`config.mk`:
```
export PLATFORM = sky130hd
export DESIGN_NAME = rvecc_encode_wr
export DESIGN_NICKNAME = d
export VERILOG_FILES = /design/src/rtl/rvecc_encode_wr.sv
export SDC_FILE = /design/constraint.sdc
export NUM_CORES = 1
export LEC_CHECK = 0
export CORE_ASPECT_RATIO = 0.75
export CORE_MARGIN = 10
export CORE_UTILIZATION = 45
export DETAILED_ROUTE_END_ITERATION = 16
export PLACE_DENSITY = 0.77
export SLEW_MARGIN = 20
export SYNTH_ARGS = -nofsm -noshare
export SYNTH_HDL_FRONTEND = slang
export SYNTH_SLANG_ARGS = --single-unit
```
`constraint.sdc`:
```
create_clock -name clk -period 4.22 [get_ports clk]
set_clock_uncertainty 0.05 [all_clocks]
set_input_delay 0.844 -clock clk [delete_from_list [all_inputs] [get_ports clk]]
set_output_delay 0.844 -clock clk [all_outputs]
set_load 0.01 [all_outputs]
```
`src/rtl/rvecc_encode_wr.sv`:
```
// rvecc_encode_wr
//   Write-path SECDED encoder for a 32-bit ECC-protected SRAM. It computes
//   the 7-bit (39,32) check code that the read-path decoder expects. Byte-masked
//   stores go through a read-modify-write: read the word (already corrected by
//   the read-path decoder), merge the new bytes, re-encode, write back.
//
// Optional feature (macro RVECC_ERR_INJECT_EN):
//   Adds inj_arm / inj_bit. A pulse on inj_arm arms a one-shot flip of codeword
//   bit inj_bit (0-31 data, 32-38 ecc[0..6]) on the next write strobe.
//   inj_bit > 38 is ignored. Without the macro every write is clean.
//
// Ports:
//   clk, rst            clock, synchronous active-high reset
//   req_valid/ready     store request handshake
//   req_addr/wdata/be   store word address, data, byte enables (bit k = byte k)
//   mem_rd_en/rd_addr   SRAM read strobe and address (RMW only)
//   rd_data             corrected read data, valid the cycle after mem_rd_en
//   rd_single_err       read data was single-bit corrected
//   rd_double_err       read data uncorrectable
//   mem_wr_en/addr/data/ecc  SRAM write strobe, address, data, check bits
//   rmw_corrected       one-cycle pulse with the write: merge used corrected data
//   rmw_abort           one-cycle pulse: RMW dropped on a double error
//
// Handshake: a store transfers on a rising edge where req_valid and req_ready
// are both high. req_ready depends only on state and rst (never on req_valid),
// and the requester must hold addr/wdata/be stable while req_valid waits.
//
// All strobes and their address/data are registered; they are non-zero only in
// the strobe cycle. The internal FSM state is the signal 'state'.

module rvecc_encode_wr #(
  parameter int AW = 16
) (
  input  logic          clk,
  input  logic          rst,
  input  logic          req_valid,
  output logic          req_ready,
  input  logic [AW-1:0] req_addr,
  input  logic [31:0]   req_wdata,
  input  logic [3:0]    req_be,
  output logic          mem_rd_en,
  output logic [AW-1:0] mem_rd_addr,
  input  logic [31:0]   rd_data,
  input  logic          rd_single_err,
  input  logic          rd_double_err,
  output logic          mem_wr_en,
  output logic [AW-1:0] mem_wr_addr,
  output logic [31:0]   mem_wr_data,
  output logic [6:0]    mem_wr_ecc,
  output logic          rmw_corrected,
  output logic          rmw_abort
`ifdef RVECC_ERR_INJECT_EN
  ,
  input  logic          inj_arm,
  input  logic [5:0]    inj_bit
`endif
);

  typedef enum logic [1:0] {
    S_IDLE = 2'd0,
    S_RD   = 2'd1,
    S_MRG  = 2'd2,
    S_WR   = 2'd3
  } state_t;

  state_t state, state_next;

  logic [AW-1:0] lat_addr;
  logic [31:0]   lat_wdata;
  logic [3:0]    lat_be;
  logic          lat_load;

  logic          rd_en_n;
  logic [AW-1:0] rd_addr_n;
  logic          wr_en_n;
  logic [AW-1:0] wr_addr_n;
  logic [31:0]   wr_data_n;
  logic          corr_n;
  logic          abort_n;
  logic [31:0]   merged;
  logic [38:0]   inj_mask;
  logic [38:0]   cw_n;

  function automatic logic [6:0] ecc_encode(input logic [31:0] d);
    logic [6:0] e;
    e[0] = d[0] ^ d[1] ^ d[3] ^ d[4] ^ d[6] ^ d[8] ^ d[10] ^ d[11] ^ d[13] ^
           d[15] ^ d[17] ^ d[19] ^ d[21] ^ d[23] ^ d[25] ^ d[26] ^ d[28] ^ d[30];
    e[1] = d[0] ^ d[2] ^ d[3] ^ d[5] ^ d[6] ^ d[9] ^ d[10] ^ d[12] ^ d[13] ^
           d[16] ^ d[17] ^ d[20] ^ d[21] ^ d[24] ^ d[25] ^ d[27] ^ d[28] ^ d[31];
    e[2] = d[1] ^ d[2] ^ d[3] ^ d[7] ^ d[8] ^ d[9] ^ d[10] ^ d[14] ^ d[15] ^
           d[16] ^ d[17] ^ d[22] ^ d[23] ^ d[24] ^ d[25] ^ d[29] ^ d[30] ^ d[31];
    e[3] = (^d[10:4]) ^ (^d[25:18]);
    e[4] = ^d[25:11];
    e[5] = ^d[31:26];
    // Overall parity bit: makes the whole 39-bit codeword even.
    e[6] = (^d) ^ (^e[5:0]);
    return e;
  endfunction

  // Byte merge: enabled bytes from the store, the rest from the corrected read.
  always_comb begin
    merged = rd_data;
    for (int k = 0; k < 4; k++) begin
      if (lat_be[k]) merged[8*k +: 8] = lat_wdata[8*k +: 8];
    end
  end

  // Next-state and next-output logic. Outputs are registered, so each value
  // computed here appears on the ports one cycle later (e.g. mem_rd_en is
  // computed on acceptance and is visible while the FSM sits in S_RD).
  always_comb begin
    state_next = state;
    lat_load   = 1'b0;
    rd_en_n    = 1'b0;
    rd_addr_n  = '0;
    wr_en_n    = 1'b0;
    wr_addr_n  = '0;
    wr_data_n  = '0;
    corr_n     = 1'b0;
    abort_n    = 1'b0;
    unique case (state)
      S_IDLE: begin
        if (req_valid) begin
          if (req_be == 4'hF) begin
            wr_en_n   = 1'b1;
            wr_addr_n = req_addr;
            wr_data_n = req_wdata;
          end else if (req_be != 4'h0) begin
            lat_load   = 1'b1;
            rd_en_n    = 1'b1;
            rd_addr_n  = req_addr;
            state_next = S_RD;
          end
          // be == 0: accepted and dropped, no memory activity.
        end
      end
      S_RD: state_next = S_MRG;
      S_MRG: begin
        if (rd_double_err) begin
          abort_n    = 1'b1;
          state_next = S_IDLE;
        end else begin
          wr_en_n    = 1'b1;
          wr_addr_n  = lat_addr;
          wr_data_n  = merged;
          corr_n     = rd_single_err;
          state_next = S_WR;
        end
      end
      S_WR:    state_next = S_IDLE;
      default: state_next = S_IDLE;
    endcase
  end

`ifdef RVECC_ERR_INJECT_EN
  logic       inj_armed;
  logic [5:0] inj_idx;

  always_comb begin
    inj_mask = '0;
    if (inj_armed && wr_en_n) inj_mask = 39'd1 << inj_idx;
  end

  always_ff @(posedge clk) begin
    if (rst) begin
      inj_armed <= 1'b0;
      inj_idx   <= '0;
    end else begin
      // The arm is consumed by the write it corrupts; a fresh arm pulse in the
      // same cycle wins and applies to the following write.
      if (wr_en_n) inj_armed <= 1'b0;
      if (inj_arm && (inj_bit <= 6'd38)) begin
        inj_armed <= 1'b1;
        inj_idx   <= inj_bit;
      end
    end
  end
`else
  assign inj_mask = '0;
`endif

  assign cw_n = {ecc_encode(wr_data_n), wr_data_n} ^ inj_mask;

  always_ff @(posedge clk) begin
    if (rst) begin
      state         <= S_IDLE;
      lat_addr      <= '0;
      lat_wdata     <= '0;
      lat_be        <= '0;
      mem_rd_en     <= 1'b0;
      mem_rd_addr   <= '0;
      mem_wr_en     <= 1'b0;
      mem_wr_addr   <= '0;
      mem_wr_data   <= '0;
      mem_wr_ecc    <= '0;
      rmw_corrected <= 1'b0;
      rmw_abort     <= 1'b0;
    end else begin
      state         <= state_next;
      mem_rd_en     <= rd_en_n;
      mem_rd_addr   <= rd_addr_n;
      mem_wr_en     <= wr_en_n;
      mem_wr_addr   <= wr_addr_n;
      mem_wr_data   <= cw_n[31:0];
      mem_wr_ecc    <= cw_n[38:32];
      rmw_corrected <= corr_n;
      rmw_abort     <= abort_n;
      if (lat_load) begin
        lat_addr  <= req_addr;
        lat_wdata <= req_wdata;
        lat_be    <= req_be;
      end
    end
  end

  assign req_ready = (state == S_IDLE) & ~rst;

endmodule

```
==> results.tsv, run 1 <==
metric	value	unit
r2r worst-path depth	8	
hpwl dp	13.5	mm
Num CTS Buffers	17	
ANT nets after route	0	
post-synthesis sequential area ratio	46.8	%
Reg area	2580	sq um
max incr delay on CP	0.50	ns
highest metal used	met4	
Hold Path Depth	2	
Slew @ Worst Pin	0.896	ns
hold_buf cts	0	
CP Launch Type	input pin	
vias in the first global route	5246	
RSZ-0062 raised after global routing	no	
clk_lat worst skew	0.41	ns
Top FF cell, synth	dfxtp_1	
TNS Setup	0	ns
CTS tree	yes	
maximum clock insertion buffer count	2	
# resized after CTS	0	
Bufs and invs on worst path	1	
# DRC	0	
most common cell in the netlist	dfxtp_1	
CP delay by family, top	XOR/XNOR gates	
die height	116	um
crit path cell chain	clkdlybuf4s50_1 -> and4_1 -> and2_2 -> a21oi_1 -> xor2_1 -> xnor3_1 -> xnor2_1 -> xnor3_1 -> xnor3_1 -> nor2_1	
H-tree Lvls	4	
pre-CTS setup slack	0.103	ns
Final Cycle Share	90.2	%
area of the multi-input gates	2730	sq um
Via density	5.36	
synth unique cells	46	
Clock Sinks	129	
Synth area leaders	dfxtp_1 (47%), nand2_1 (7.3%), a21oi_1 (7.3%)	
first-pass GRT wire length	28.7	mm
Final Hold Vio Count	0	
setup ws final	0.412	ns
Peak VDD IR	355	uV
Max Freq	263	MHz
routed via count	5120	
hold path start	lat_wdata[21]	
pin count of the biggest net entering global routing	65	
endpoint class of the critical path	register	
Die Width	148	um
wire length on met3	1.73	mm
worst hold-check path type	register to register	
Yosys top cell area share	46.8	%
R2R setup slack	0.87	ns
n_diodes	0	
routed len/inst	19.2	um
# IOs	165	
synth warn	0	
P_leak	0.00298	uW
Required @ worst endpoint	4.51	ns
worst setup path class	input pin to register	
met1 WL	8.08	mm
layout cell share with drive strength beyond 1	9.45	%
crit path launch	req_be[2]	
die area	17100	sq um
Worst Hold Path EP	lat_wdata[21]	
initial core utilization	46.8	%
Reg2Reg Capture Point	mem_wr_ecc[6]	
Critical Path Fanout Max	21	
Post-CTS Setup Repair Bufs	0	
initial antenna violation count	0	
Clk Tree Root Cell	clkbuf_16	
Final #Nets	870	
post-synth design cell area	5510	sq um
Post-synth top cells	dfxtp_1 (129), nand2_1 (107), nor2_1 (89), a21oi_1 (80), xnor2_1 (29)	
final setup fails	0	
DRT Wirelength	18.3	mm
post-synthesis instance total	621	
Async SR Flop Fraction	0	%
# port buffers	164	
# fillers	925	
Pre-Repair DR Iteration Count	5	
GRT Residual Overflow	0	
worst r2r src	lat_be[2]	
Avg Inst Size Synth	8.88	sq um
total track usage	21.2	%
Critical Path AT	4.10	ns
PwrDens	435	nW/um^2
run status	complete, no violations	
Crit-path slowest cell	clkdlybuf4s50_1	
EDFF count, synth	0	
Site Rows	34	
Final Max Tran Viols	0	
RD Place Congestion	0.968	
clock-pin slew on the worst setup and hold paths	0.06	ns
Initial DRC Count	394	
core area	11800	sq um
largest area contributor in the netlist	dfxtp_1	
Final min period	3.81	ns
met2 routed WL	8.22	mm
total of max-cap violations	0	
Rel. slew slack	40.1	%
Post-Syn Nets	710	
#FFs+latches synth	129	
area delta synth->final	44.1	%
crit-path most repeated cell	xnor3_1	
cell usage in the layout (no fill, tap or decap), types with 2 or more instances in the layout:
cell type,count
nor2_2,2
xnor2_1,29
o21bai_1,2
dfxtp_1,129
a221oi_2,2
bufinv_16,4
clkdlybuf4s50_1,163
nor3b_4,2
nor2_1,89
buf_4,18
o21ai_0,4
nand2b_1,2
inv_6,4
o21ai_1,2
xnor2_2,2
a32oi_1,5
clkinvlp_4,2
a22oi_1,18
xor2_1,14
o22ai_1,3
xnor3_1,6
a21oi_1,80
mux2i_1,27
a21o_1,2
o2bb2ai_2,2
nor3_1,4
a22o_1,2
nor2b_1,3
mux2_2,6
and2_1,17
nand2_1,107
clkbuf_16,17
clkinv_4,3
per-layer routing:
metal	vias up	global-route usage [%]
li1	2404	-
met1	2417	26.1
met2	273	34.8
met3	26	8.02
met4	0	5.01
met5	-	0
sequential cells by signal, indices dropped and copies added (netlist names):
name	count
mem_wr_addr	16
state	2
rmw_abort	1
lat_wdata	32
rmw_corrected	1
mem_wr_ecc	7
mem_wr_data	32
mem_wr_en	1
mem_rd_addr	16
lat_addr	16
mem_rd_en	1
lat_be	4
stage by stage:
stage          util [%]  total power (uW)  instances  hold slack [ns]  instance area [sq um]
3_5_place_dp       62.0              1890        924            0.396                   7310
2_1_floorplan         -              1650        621            0.383                   5510
4_1_cts            67.4              3470        956            0.405                   7950
6_report           67.4              3460        956            0.403                   7950
3_3_place_gp       62.0              1880        924            0.388                   7310
5_1_grt            67.4              3580        956            0.420                   7950
cell families (layout without fill, tap and decap cells):
logic type / Yosys count / in the layout / share of synthesized area [%]
AND/OR/NAND/NOR: 236 / 236 / 18.4
AO/OA/AOI/OAI: 128 / 128 / 14.4
buffers and inverters: 43 / 216 / 3.88
multiplexers: 33 / 33 / 6.13
XOR/XNOR: 52 / 52 / 10.3
flip-flops: 129 / 129 / 46.8
worst min-delay path, stage by stage, from the launching register on:
cell     delay (ns)
dfxtp_1        0.31
nand2_1        0.05
a21oi_1        0.05
layout make-up:
type	count	area share (%)
flip-flops and latches	129	32.5
well taps	162	2.55
repair buffers	183	22.5
clock inverters	14	2.54
multi-input cells	449	34.3
clock buffers	18	5.53
inverters	1	0.0472
power breakdown:
part	switching (uW)	leakage (uW)	internal, uW	total (uW)
Clock	570	0.000308	1010	1580
Combinational	263	0.00162	288	551
Sequential	40.6	0.00105	1290	1330
worst max-delay path by stage:
stage,to,slack (ns),cells past startpoint
2_1_floorplan,mem_wr_ecc[6],0.94,9
3_3_place_gp,mem_wr_ecc[6],0.13,10
3_5_place_dp,mem_wr_ecc[6],0.10,10
4_1_cts,mem_wr_ecc[6],0.51,10
5_1_grt,mem_wr_ecc[6],0.28,10
6_report,mem_wr_ecc[6],0.41,10
Power figures use the tool's default switching activity.
==> inputs of run 2 (changes only) <==
- CORE_UTILIZATION: 45 -> 47
- PLACE_DENSITY: 0.77 -> 0.8
==> run 2 against run 1 <==
Sequential cell count unchanged. Worst setup slack better by 0.11 ns. First-iteration DRC count up 17%. Clock-buffer cell count down 1. Critical path type unchanged. Largest power group unchanged.
==> results.tsv, run 2 (synthesized netlist as in run 1, its figures left out) <==
metric	value	unit
area of the multi-input gates	2730	sq um
Clk Tree Root Cell	clkbuf_16	
Seq pwr share	38.5	%
P_leak	0.00298	uW
PwrDens	433	nW/um^2
worst setup path class	input pin to register	
core area	11500	sq um
first-pass GRT wire length	28.0	mm
routed len/inst	19.0	um
max incr delay on CP	0.56	ns
Net Sw Frac	25.4	%
# resized after CTS	0	
Max Freq	270	MHz
die height	114	um
Post-CTS Setup Repair Bufs	0	
Rel. slew slack	44.5	%
initial core utilization	47.8	%
clock-pin slew on the worst setup and hold paths	0.06	ns
die area	16500	sq um
TNS Setup	0	ns
initial antenna violation count	0	
# fillers	874	
Pre-Repair DR Iteration Count	5	
Clock Sinks	129	
most common cell after layout, fill and taps aside	clkdlybuf4s50_1	
Crit-path slowest cell	xnor3_1	
total track usage	21.3	%
ANT nets after route	0	
post-route cell area	7950	sq um
Required @ worst endpoint	4.53	ns
RD Place Congestion	0.895	
total of max-cap violations	0	
Initial DRC Count	461	
Peak VDD IR	295	uV
DP Area	7320	sq um
endpoint class of the critical path	register	
Final Hold Vio Count	0	
Final Max Tran Viols	0	
hold_buf cts	0	
switching power	875	uW
Reg area	2580	sq um
area delta synth->final	44.2	%
Critical Path Fanout Max	11	
CTS tree	yes	
# port buffers	164	
final setup fails	0	
commonest cells after routing, fill and taps aside	clkdlybuf4s50_1 (163), dfxtp_1 (129), nand2_1 (107)	
clk_lat worst skew	0.43	ns
Final #Nets	870	
Slew @ Worst Pin	0.832	ns
routed via count	5168	
hpwl dp	13.2	mm
vias in the first global route	5183	
Bufs and invs on worst path	2	
Site Rows	34	
Via density	5.41	
top flop regs	lat_wdata x32, mem_wr_data x32	
crit-path most repeated cell	xnor3_1	
n_diodes	0	
pin count of the biggest net entering global routing	65	
RSZ-0062 raised after global routing	no	
worst hold-check path type	register to register	
Final min period	3.70	ns
Comb power frac	15.9	%
Int Pwr	2570	uW
H-tree Lvls	4	
Critical Path AT	4.01	ns
CP Launch Type	input pin	
layout cell share with drive strength beyond 1	9.45	%
Final Cycle Share	87.7	%
DRT Wirelength	18.1	mm
maximum clock insertion buffer count	2	
# IOs	165	
crit path cell chain	clkdlybuf4s50_1 -> and4_1 -> buf_4 -> a32oi_1 -> xnor3_1 -> xnor2_1 -> xnor2_1 -> xnor3_1 -> xnor3_1 -> nor2_1	
Die Width	145	um
power share of the clock group	45.6	%
GRT Residual Overflow	0	
CP delay by family, top	XOR/XNOR gates	
run status	complete, no violations	
# DRC	0	
Num CTS Buffers	17	
==> run 2: final cells by class <==
cell class	instances	share of cell area [%]
multi-input combinational	449	34.3
sequential	129	32.5
timing repair buffer	183	22.7
clock buffer	17	5.35
clock inverter	15	2.60
tap	162	2.55
inverter	1	0.0472
==> run 2: stage by stage <==
stage                     worst slack (ns)  util [%]  total power (uW)  hold WS, ns  cells
after floorplan                      0.943         -              1650        0.383    621
after global placement               0.315      63.5              1870        0.388    924
after global routing                 0.435      69.0              3540        0.425    956
after CTS                            0.546      69.0              3450        0.405    956
after detailed placement             0.166      63.5              1890        0.397    924
final                                0.521      69.0              3440        0.406    956
==> run 2: worst min-delay path, delay by kind of cell (launching register included) <==
family             cells  cell delay, ns
AOI/OAI and AO/OA      1            0.05
DFF                    1            0.31
and+or+nand+nor        1            0.05
==> run 2: path summary, 6_finish.rpt <==
| path | startpoint | to | slack, ns | cells past startpoint |
|---|---|---|---|---|
| worst max register to register | lat_be[2] | mem_wr_ecc[6] | 0.78 | 8 |
| worst min register to register | lat_addr[12] | lat_addr[12] | 0.41 | 2 |
| worst min-delay path | lat_addr[12] | lat_addr[12] | 0.41 | 2 |
| worst max-delay path | req_be[2] | mem_wr_ecc[6] | 0.52 | 10 |
==> run 2: routing by layer <==
layer  global-route usage, %  up-vias  wire [um]
li1                        -     2395          -
met1                    26.5     2494       8020
met2                    34.9      251       8500
met3                    6.61       28       1350
met4                    6.18        0        266
met5                       0        -          0
==> run 2: power by group through the flow <==
stage / clock network (uW) / registers, uW / logic, uW
6_report: 1570 / 1330 / 548
3_5_place_dp: 0 / 1350 / 540
5_1_grt: 1630 / 1330 / 583
4_1_cts: 1580 / 1320 / 546
2_1_floorplan: 0 / 1350 / 305
3_3_place_gp: 0 / 1350 / 525
